===== src/rtl/div_iter_pkg.sv =====
// Shared definitions for the iterative divider: bus widths, FSM state encoding
// and the quotient returned for a zero divisor.
package div_iter_pkg;

    localparam int RegBus       = 32;
    localparam int DivResultBus = 64;

    localparam logic [RegBus-1:0] DivZeroQuot = 32'hFFFF_FFFF;
    localparam logic [4:0]        LastIter    = 5'd31;

    typedef enum logic [1:0] {
        IDLE = 2'b00,
        BUSY = 2'b01,
        DONE = 2'b10
    } div_state_t;

endpackage


===== src/rtl/div_iter_step.sv =====
// One restoring-division iteration on unsigned magnitudes: shift the
// {rem,quot} pair left, trial-subtract the divisor, keep or restore.
module div_step
    import div_iter_pkg::*;
(
    input  logic [RegBus-1:0] rem,
    input  logic [RegBus-1:0] quot,
    input  logic [RegBus-1:0] divisor,
    output logic [RegBus-1:0] rem_next,
    output logic [RegBus-1:0] quot_next
);

    logic [RegBus:0] shifted;
    logic [RegBus:0] diff;

    // The shifted partial remainder needs 33 bits; diff[RegBus] is the borrow/sign.
    always_comb begin
        shifted = {rem, quot[RegBus-1]};
        diff    = shifted - {1'b0, divisor};
        if (!diff[RegBus]) begin
            rem_next  = diff[RegBus-1:0];
            quot_next = {quot[RegBus-2:0], 1'b1};
        end else begin
            rem_next  = shifted[RegBus-1:0];
            quot_next = {quot[RegBus-2:0], 1'b0};
        end
    end

endmodule


===== src/rtl/div_iter.sv =====
// 32-cycle iterative DIV/DIVU unit with an IDLE/BUSY/DONE handshake to the EX stage.
// Define DIV_ZERO_FAST_EN to let a zero divisor bypass BUSY and finish in one cycle.
module div_iter
    import div_iter_pkg::*;
(
    input  logic                    clk,
    input  logic                    rst,
    input  logic                    start_i,
    input  logic                    signed_i,
    input  logic [RegBus-1:0]       opdata1_i,
    input  logic [RegBus-1:0]       opdata2_i,
    input  logic                    annul_i,
    output logic [DivResultBus-1:0] result_o,
    output logic                    ready_o,
    output logic                    stallreq_o
);

`ifdef DIV_ZERO_FAST_EN
    localparam bit FastZero = 1'b1;
`else
    localparam bit FastZero = 1'b0;
`endif

    div_state_t state, next_state;

    logic [4:0]              cnt;
    logic [RegBus-1:0]       dividend;
    logic [RegBus-1:0]       divisor;
    logic                    sign_mode;
    logic [RegBus-1:0]       divisor_mag;
    logic [RegBus-1:0]       rem;
    logic [RegBus-1:0]       quot;
    logic [RegBus-1:0]       step_rem;
    logic [RegBus-1:0]       step_quot;
    logic [DivResultBus-1:0] result_q;

    logic              accept;
    logic              divisor_zero_in;
    logic [RegBus-1:0] op1_mag;
    logic [RegBus-1:0] op2_mag;
    logic              quot_neg;
    logic              rem_neg;
    logic [RegBus-1:0] final_quot;
    logic [RegBus-1:0] final_rem;

    assign accept          = (state == IDLE) && start_i && !annul_i;
    assign divisor_zero_in = (opdata2_i == '0);

    // Magnitudes are taken at acceptance; 0x80000000 stays 0x80000000 as unsigned.
    assign op1_mag = (signed_i && opdata1_i[RegBus-1]) ? (~opdata1_i + 1'b1) : opdata1_i;
    assign op2_mag = (signed_i && opdata2_i[RegBus-1]) ? (~opdata2_i + 1'b1) : opdata2_i;

    assign quot_neg   = sign_mode && (dividend[RegBus-1] ^ divisor[RegBus-1]);
    assign rem_neg    = sign_mode && dividend[RegBus-1];
    assign final_quot = quot_neg ? (~step_quot + 1'b1) : step_quot;
    assign final_rem  = rem_neg  ? (~step_rem + 1'b1)  : step_rem;

    div_step u_step (
        .rem       (rem),
        .quot      (quot),
        .divisor   (divisor_mag),
        .rem_next  (step_rem),
        .quot_next (step_quot)
    );

    always_ff @(posedge clk) begin
        if (rst) begin
            state <= IDLE;
        end else begin
            state <= next_state;
        end
    end

    // Annul wins over everything; dropping start mid-BUSY also abandons the divide.
    always_comb begin
        next_state = state;
        if (annul_i) begin
            next_state = IDLE;
        end else begin
            case (state)
                IDLE: begin
                    if (start_i) begin
                        next_state = (FastZero && divisor_zero_in) ? DONE : BUSY;
                    end
                end
                BUSY: begin
                    if (!start_i) begin
                        next_state = IDLE;
                    end else if (cnt == LastIter) begin
                        next_state = DONE;
                    end
                end
                DONE:    next_state = IDLE;
                default: next_state = IDLE;
            endcase
        end
    end

    always_comb begin
        ready_o    = (state == DONE);
        stallreq_o = start_i && (state != DONE) && !annul_i;
        result_o   = result_q;
    end

    // The result register is written only on entry to DONE so it holds otherwise.
    always_ff @(posedge clk) begin
        if (rst) begin
            cnt         <= '0;
            dividend    <= '0;
            divisor     <= '0;
            sign_mode   <= 1'b0;
            divisor_mag <= '0;
            rem         <= '0;
            quot        <= '0;
            result_q    <= '0;
        end else if (accept) begin
            dividend    <= opdata1_i;
            divisor     <= opdata2_i;
            sign_mode   <= signed_i;
            divisor_mag <= op2_mag;
            rem         <= '0;
            quot        <= op1_mag;
            cnt         <= '0;
            if (next_state == DONE) begin
                result_q <= {opdata1_i, DivZeroQuot};
            end
        end else if ((state == BUSY) && (next_state != IDLE)) begin
            rem  <= step_rem;
            quot <= step_quot;
            cnt  <= cnt + 5'd1;
            if (next_state == DONE) begin
                if (divisor == '0) begin
                    result_q <= {dividend, DivZeroQuot};
                end else begin
                    result_q <= {final_rem, final_quot};
                end
            end
        end
    end

endmodule


===== config.mk =====
export PLATFORM = sky130hd
export DESIGN_NAME = div_iter
export DESIGN_NICKNAME = d
export VERILOG_FILES = /design/src/rtl/div_iter_pkg.sv /design/src/rtl/div_iter_step.sv /design/src/rtl/div_iter.sv
export SDC_FILE = /design/constraint.sdc
export NUM_CORES = 1
export LEC_CHECK = 0
export BUFFER_PORTS_ARGS = -buffer_cell sky130_fd_sc_hd__buf_2
export CAP_MARGIN = 20
export CORE_ASPECT_RATIO = 1.4
export CORE_UTILIZATION = 55
export DETAILED_ROUTE_END_ITERATION = 6
export HOLD_SLACK_MARGIN = 0.02
export PLACE_DENSITY = 0.75
export SYNTH_ARGS = -nofsm -noshare
export SYNTH_HDL_FRONTEND = slang
export SYNTH_SLANG_ARGS = --single-unit
export TNS_END_PERCENT = 30

===== constraint.sdc =====
create_clock -name clk -period 6.47 [get_ports clk]
set_input_delay 0.647 -clock clk [delete_from_list [all_inputs] [get_ports clk]]
set_output_delay 0.647 -clock clk [all_outputs]
set_load 0.1 [all_outputs]

# Yosys cells after proc, flatten, opt, wreduce, memory -nomap -nowiden
# Cells that the tools add are included.
op_classes:
  addsub: 6
  eq_ne: 5
  n_reduce_logical: 16
  n_bitwise: 5
  mux: 18
op_table:
  columns: ["op", "count"]
  rows:
  - ["$mux W64", 5]
  - ["$mux W32", 7]
  - ["$add A32 B1 Y32 const B", 4]
  - ["$not A32 Y32", 4]
  - ["$sub A33 B32 Y33", 1]
  - ["$logic_not A32 Y1", 1]
  - ["$logic_and A1 B1 Y1", 9]
  - ["$mux W2", 4]
  - ["$add A5 B1 Y5 const B", 1]
  - ["$eq A5 B5 Y1 const B", 1]
  - ["$eq A2 B2 Y1 const B", 2]
  - ["$pmux W2 S2", 1]
  - ["$reduce_bool A2 Y1", 2]
  - ["$eq A2 B1 Y1 const B", 1]
  - ["$logic_not A2 Y1", 1]
  - ["$ne A2 B2 Y1 const B", 1]
  - ["$reduce_and A2 Y1", 1]
  - ["$reduce_or A2 Y1", 1]
  - ["$logic_not A1 Y1", 1]
  - ["$mux W1", 1]
  - ["$xor A1 B1 Y1", 1]
word_totals:
  output_inout_bits: 66
  ff_bits: 232
  word_cells: 59

# Depth between registers and ports, before layout
depth:
  depth_word: 9
  mapped_depth: 25

# Hierarchy
# A second synthesis with hierarchy kept.
hier_totals:
  cells_unflattened: 1783
  area_unflattened_um2: 13837.0
modules_own_cells:
  columns: ["module", "instances", "area_each_um2", "cells_per_inst"]
  rows:
  - ["div_iter", 1, 11245.8, 1447]
  - ["div_step", 1, 2591.2, 336]

# Least setup slack after synthesis
# OpenSTA, ideal clock, no wires.
synth_path:
  kind: "reg2reg"
  start: "register quot[31]"
  end: "register result_q[62], in the netlist result_o[62]"
  path_stages_with_launch: 23
  arrival_time_ns: 5.120
  n_path_buf: 3
  required_time_ns: 6.356
  path_slack_ns: 1.235
  cell_sequence: "dfxtp_1 > inv_1 > ha_1 > inv_1 > fa_1 > a211oi_1 > o211ai_1 > nand4_1 > o211ai_2 > o21a_1 > nor2_4 > clkbuf_1 > buf_1 > buf_2 > mux2i_1 > ha_1 > nand4b_1 > a21oi_1 > a31oi_1 > or4_1 > o31ai_1 > xor2_1 > a2111oi_0"
synth_between:
  elab_chain_cells: 9
synth_rtl:
  columns: ["element", "line_no", "source"]
  rows:
  - ["start: declaration", "div_iter.sv:32", "logic [RegBus-1:0] quot;"]
  - ["start signal: assignment", "div_iter.sv:122", "quot <= op1_mag;"]
  - ["start signal: assignment", "div_iter.sv:129", "quot <= step_quot;"]
  - ["$sub A33 B32 Y33", "div_iter_step.sv:19", "diff = shifted - {1'b0, divisor};"]
  - ["$mux W32 *", "div_iter_step.sv:20", "if (!diff[RegBus]) begin"]
  - ["$not A32 Y32", "div_iter.sv:56", "assign final_rem = rem_neg ? (~step_rem + 1'b1) : step_rem;"]
  - ["$add A32 B1 Y32", "div_iter.sv:56", null]
  - ["$mux W32 *", "div_iter.sv:56", null]
  - ["$mux W64 *", "div_iter.sv:132", "if (divisor == '0) begin"]
  - ["$mux W64 *", "div_iter.sv:131", "if (next_state == DONE) begin"]
  - ["$mux W64 *", "div_iter.sv:127", "end else if ((state == BUSY) && (next_state != IDLE)) begin"]
  - ["$mux W64 *", "div_iter.sv:116", "end else if (accept) begin"]
  - ["end signal: assignment", "div_iter.sv:125", "result_q <= {opdata1_i, DivZeroQuot};"]
  - ["end signal: assignment", "div_iter.sv:133", "result_q <= {dividend, DivZeroQuot};"]
  - ["end signal: assignment", "div_iter.sv:135", "result_q <= {final_rem, final_quot};"]
  - ["end: declaration", "div_iter.sv:35", "logic [DivResultBus-1:0] result_q;"]
# Mark *: on every way between the ends. The rest lies on a longest branch, timed or not. The select of a mux whose other input is x is not followed.
# A chain may end at the register's enable or synchronous reset.

# Worst setup path after layout
# Ends and elaborated chain as after synthesis.

==> flow_metrics.py <==
metrics = {
    "yosys": {
        "synth-main-ff-cell": "dfxtp_1",
        "synth_nets": 2030,
        "synth_cell_types": 76,
        "syn_area_per_cell_um2": 7.307,
        "yosysSeqAreaShare": 0.3293,
        "synth_edf_count": 0,
        "synth-async-reset-ratio": 0,
        "ys_seq_elements": 231,
        "yosysWarnings": 0,
        "syn-cell-area_mm2": 0.01404,
        "synthCells": 1922,
    },
    "cts": {
        "clock_path_buffers": 3,
        "clockRootBuffer": "clkbuf_16",
        "cts_buffers": 25,
        "cts_sinks": 231,
        "postCtsSetupRepairBufs": 0,
        "cts_tree": "done",
        "clk_latency_ps": 550,
        "cts_max_level": 1,
        "cts_resized": 0,
        "cts-hold-fix-buffers": 0,
        "clkSlewWorstSetupHoldPaths_ps": 60,
    },
    "worst_hold_path": {
        "whs_path_depth": 3,
        "min_to": "dividend[5]$_SDFFE_PP0P_",
        "hold_start": "opdata1_i[5]",
        "hold_class": "input pin to register",
    },
    "drt": {
        "drtAntennaViolNets": 0,
        "wire_per_inst_um": 19.56,
        "vias_per_cell": 6.190,
        "num_vias": 14236,
        "drc_errors": 0,
        "first_iter_violations": 1086,
        "dr.pass1.iters": 5,
        "routed_wl_um": 44990,
    },
    "critical_path": {
        "worstSetupStartpoint": "quot[31]$_SDFFE_PP0P_",
        "cp_slowest_cell": "or4_1",
        "cp_max_fo": 31,
        "r2r_slack_ps": 1240,
        "reg2reg_to": "result_o[62]$_SDFFE_PP0P_",
        "max_stage_delay_ps": 510,
        "startpoint_type": "register",
        "r2r_cells": 23,
        "cp_data_arrival_time_ps": 5650,
        "cp_cell_sequence": "inv_1 > ha_1 > inv_1 > fa_1 > a211oi_1 > o211ai_1 > nand4_1 > o211ai_2 > nor3_1 > buf_4 > nor2_4 > inv_1 > buf_4 > o21ai_0 > inv_1 > ha_1 > nand4b_1 > a21oi_1 > a31oi_1 > or4_1 > o31ai_1 > xor2_1 > a2111oi_0",
        "required_ps": 6890,
        "reg2reg_from": "quot[31]$_SDFFE_PP0P_",
        "endpoint_kind": "register",
        "worst-setup-path-type": "register to register",
        "cp_common_cell": "inv_1",
    },
    "place": {
        "preCtsSetupSlack_ps": 1358,
        "dp_cells": 2255,
        "port_buffers": 134,
        "hpwl_um": 32690,
        "routabilityCongestion": 0.9622,
        "detailed_place.area_mm2": 0.01475,
    },
    "die": {
        "dieArea_mm2": 0.02619,
        "die_w_um": 137.1,
        "io_pins": 135,
        "initial_core_util": 0.5653,
        "fp-row-count": 68,
        "die_y_um": 191.1,
        "coreArea_mm2": 0.02484,
    },
    "global_routing": {
        "grt_pass1_wl_um": 71450,
        "grt_start_max_net_pins": 141,
        "grtUsageTotal": 0.3461,
        "grt_pass1_vias": 13551,
        "antenna_found_initial": 0,
        "grt-ovfl-total": 0,
    },
    "timing": {
        "hold_viol": 0,
        "finalSetupViolCount": 0,
        "fmax_ghz": 0.1912,
        "min_period_ps": 5230,
        "worst_pin_slew_ps": 1102,
        "setup-tns-final_ps": 0,
        "layout_setup_ws_ps": 1240,
        "holdWs_ps": 367.5,
        "finalCritPeriodShare": 0.8083,
        "finalClockSkew_ps": 18.51,
        "rsz0062_at_grt": "false",
        "slew_viol_final": 0,
        "slew_headroom": 0.2655,
    },
    "run_status": {
        "status": "complete, no violations",
    },
    "cells_and_area": {
        "final_cells": 2300,
        "antenna_cells": 0,
        "area_growth_pct": 10.99,
        "finalInstanceArea_mm2": 0.01559,
        "fill_cells": 2342,
        "drive_above_1_share": 0.1144,
        "seqCellArea_mm2": 0.004626,
        "layout.nets": 2075,
        "multi_input_area_mm2": 0.008716,
    },
    "power_and_ir_drop": {
        "powerDensity_mw_per_mm2": 230.8,
        "leakage_uw": 0.006058,
        "ir_drop_mv": 0.2116,
    },
    "flow_run": {
        "drv_cap": 0,
    },
}
==> cell usage in the layout (no fill, tap or decap), types with 27 or more instances in the layout <==
| master | netlist | layout |
|---|---|---|
| o21ai_0 | 98 | 98 |
| dfxtp_1 | 231 | 230 |
| ha_1 | 38 | 38 |
| nor3_1 | 45 | 45 |
| xor2_1 | 60 | 60 |
| buf_2 | 16 | 133 |
| nor2_1 | 230 | 226 |
| nand2_1 | 319 | 319 |
| nor4_1 | 29 | 29 |
| nand3_1 | 27 | 27 |
| xnor2_1 | 66 | 66 |
| inv_1 | 53 | 53 |
| a211oi_1 | 48 | 48 |
| a21oi_1 | 212 | 212 |
==> per-layer routing <==
layer  up-vias  share of wire  track usage
met4         0          0.071       0.2325
met2       521           0.49       0.5888
li1       6885              -            -
met3       136          0.053      0.03766
met5         -              0            0
met1      6694           0.39       0.4053
==> state kept, by name, indices dropped and copies added (netlist names) <==
name,count
sign_mode,1
cnt,5
result_o,64
state,2
divisor_mag,31
divisor,32
rem,32
quot,32
dividend,32
==> stage by stage <==
stage,util,total power (uW)
detailed placement,0.5936,2112
global placement,0.5936,2108
CTS,0.6275,3604
global route,0.6275,3724
finish,0.6275,3597
floorplan,-,1932
==> area by class of cell <==
cell class              count  area share
multi-input cells        1504      0.5591
flip-flops and latches    231      0.2967
repair buffers            152     0.05209
clock buffers              35     0.04318
well taps                 315     0.02528
inverters                  53     0.01276
clock inverters            10     0.01084
==> power by group <==
part,switching (uW),internal [uW],leakage (uW)
logic,399,196,0.00377
clock network,611,891,0.000412
registers,34.6,1470,0.00188
total,1040,2550,0.00606
==> how the worst max path moves through the flow <==
stage / depth (start not counted) / to / slack (ps)
after global routing: 20 / result_o[62]$_SDFFE_PP0P_ / 760
after global placement: 20 / result_o[58]$_SDFFE_PP0P_ / 1530
after CTS: 23 / result_o[62]$_SDFFE_PP0P_ / 1320
after floorplan: 22 / result_o[62]$_SDFFE_PP0P_ / 1240
final: 23 / result_o[62]$_SDFFE_PP0P_ / 1240
after detailed placement: 20 / result_o[62]$_SDFFE_PP0P_ / 1360
==> cell usage after synthesis, types with 17 or more instances <==
library cell,number,area (um^2)
mux2i_1,17,170.2
a21oi_1,212,1061
xnor2_1,66,578.1
a31oi_1,19,118.9
a22oi_1,20,150.1
nand3_1,27,135.1
clkbuf_1,106,397.9
o21ai_0,98,490.5
a211oi_1,48,360.4
a311oi_1,20,175.2
ha_1,38,475.5
or3_1,23,143.9
dfxtp_1,231,4624
xor2_1,60,525.5
nand2_1,319,1197
nor4_1,29,181.4
nor3_1,45,225.2
o22ai_1,20,125.1
nor2_1,230,863.3
inv_1,53,198.9
==> logic make-up (layout without fill, tap and decap cells) <==
logic type      count (synthesis)  in the layout  synth area share
compound gates                552            552            0.2467
fa+ha+maj                      39             39           0.03528
mux                            27             27           0.02013
buf+inv                       187            250           0.05194
xor+xnor                      126            126           0.07857
simple gates                  760            760            0.2381
flops                         231            231            0.3293
==> worst max-delay path, delay by kind of cell (launching register included) <==
kind	cells	cell delay, ps
AO/OA/AOI/OAI	8	1860
buffers and inverters	6	850
adder cells (fa/ha/maj)	3	870
flip-flops	1	320
XOR/XNOR	1	110
AND/OR/NAND/NOR	5	1070
Power figures use the tool's default switching activity.
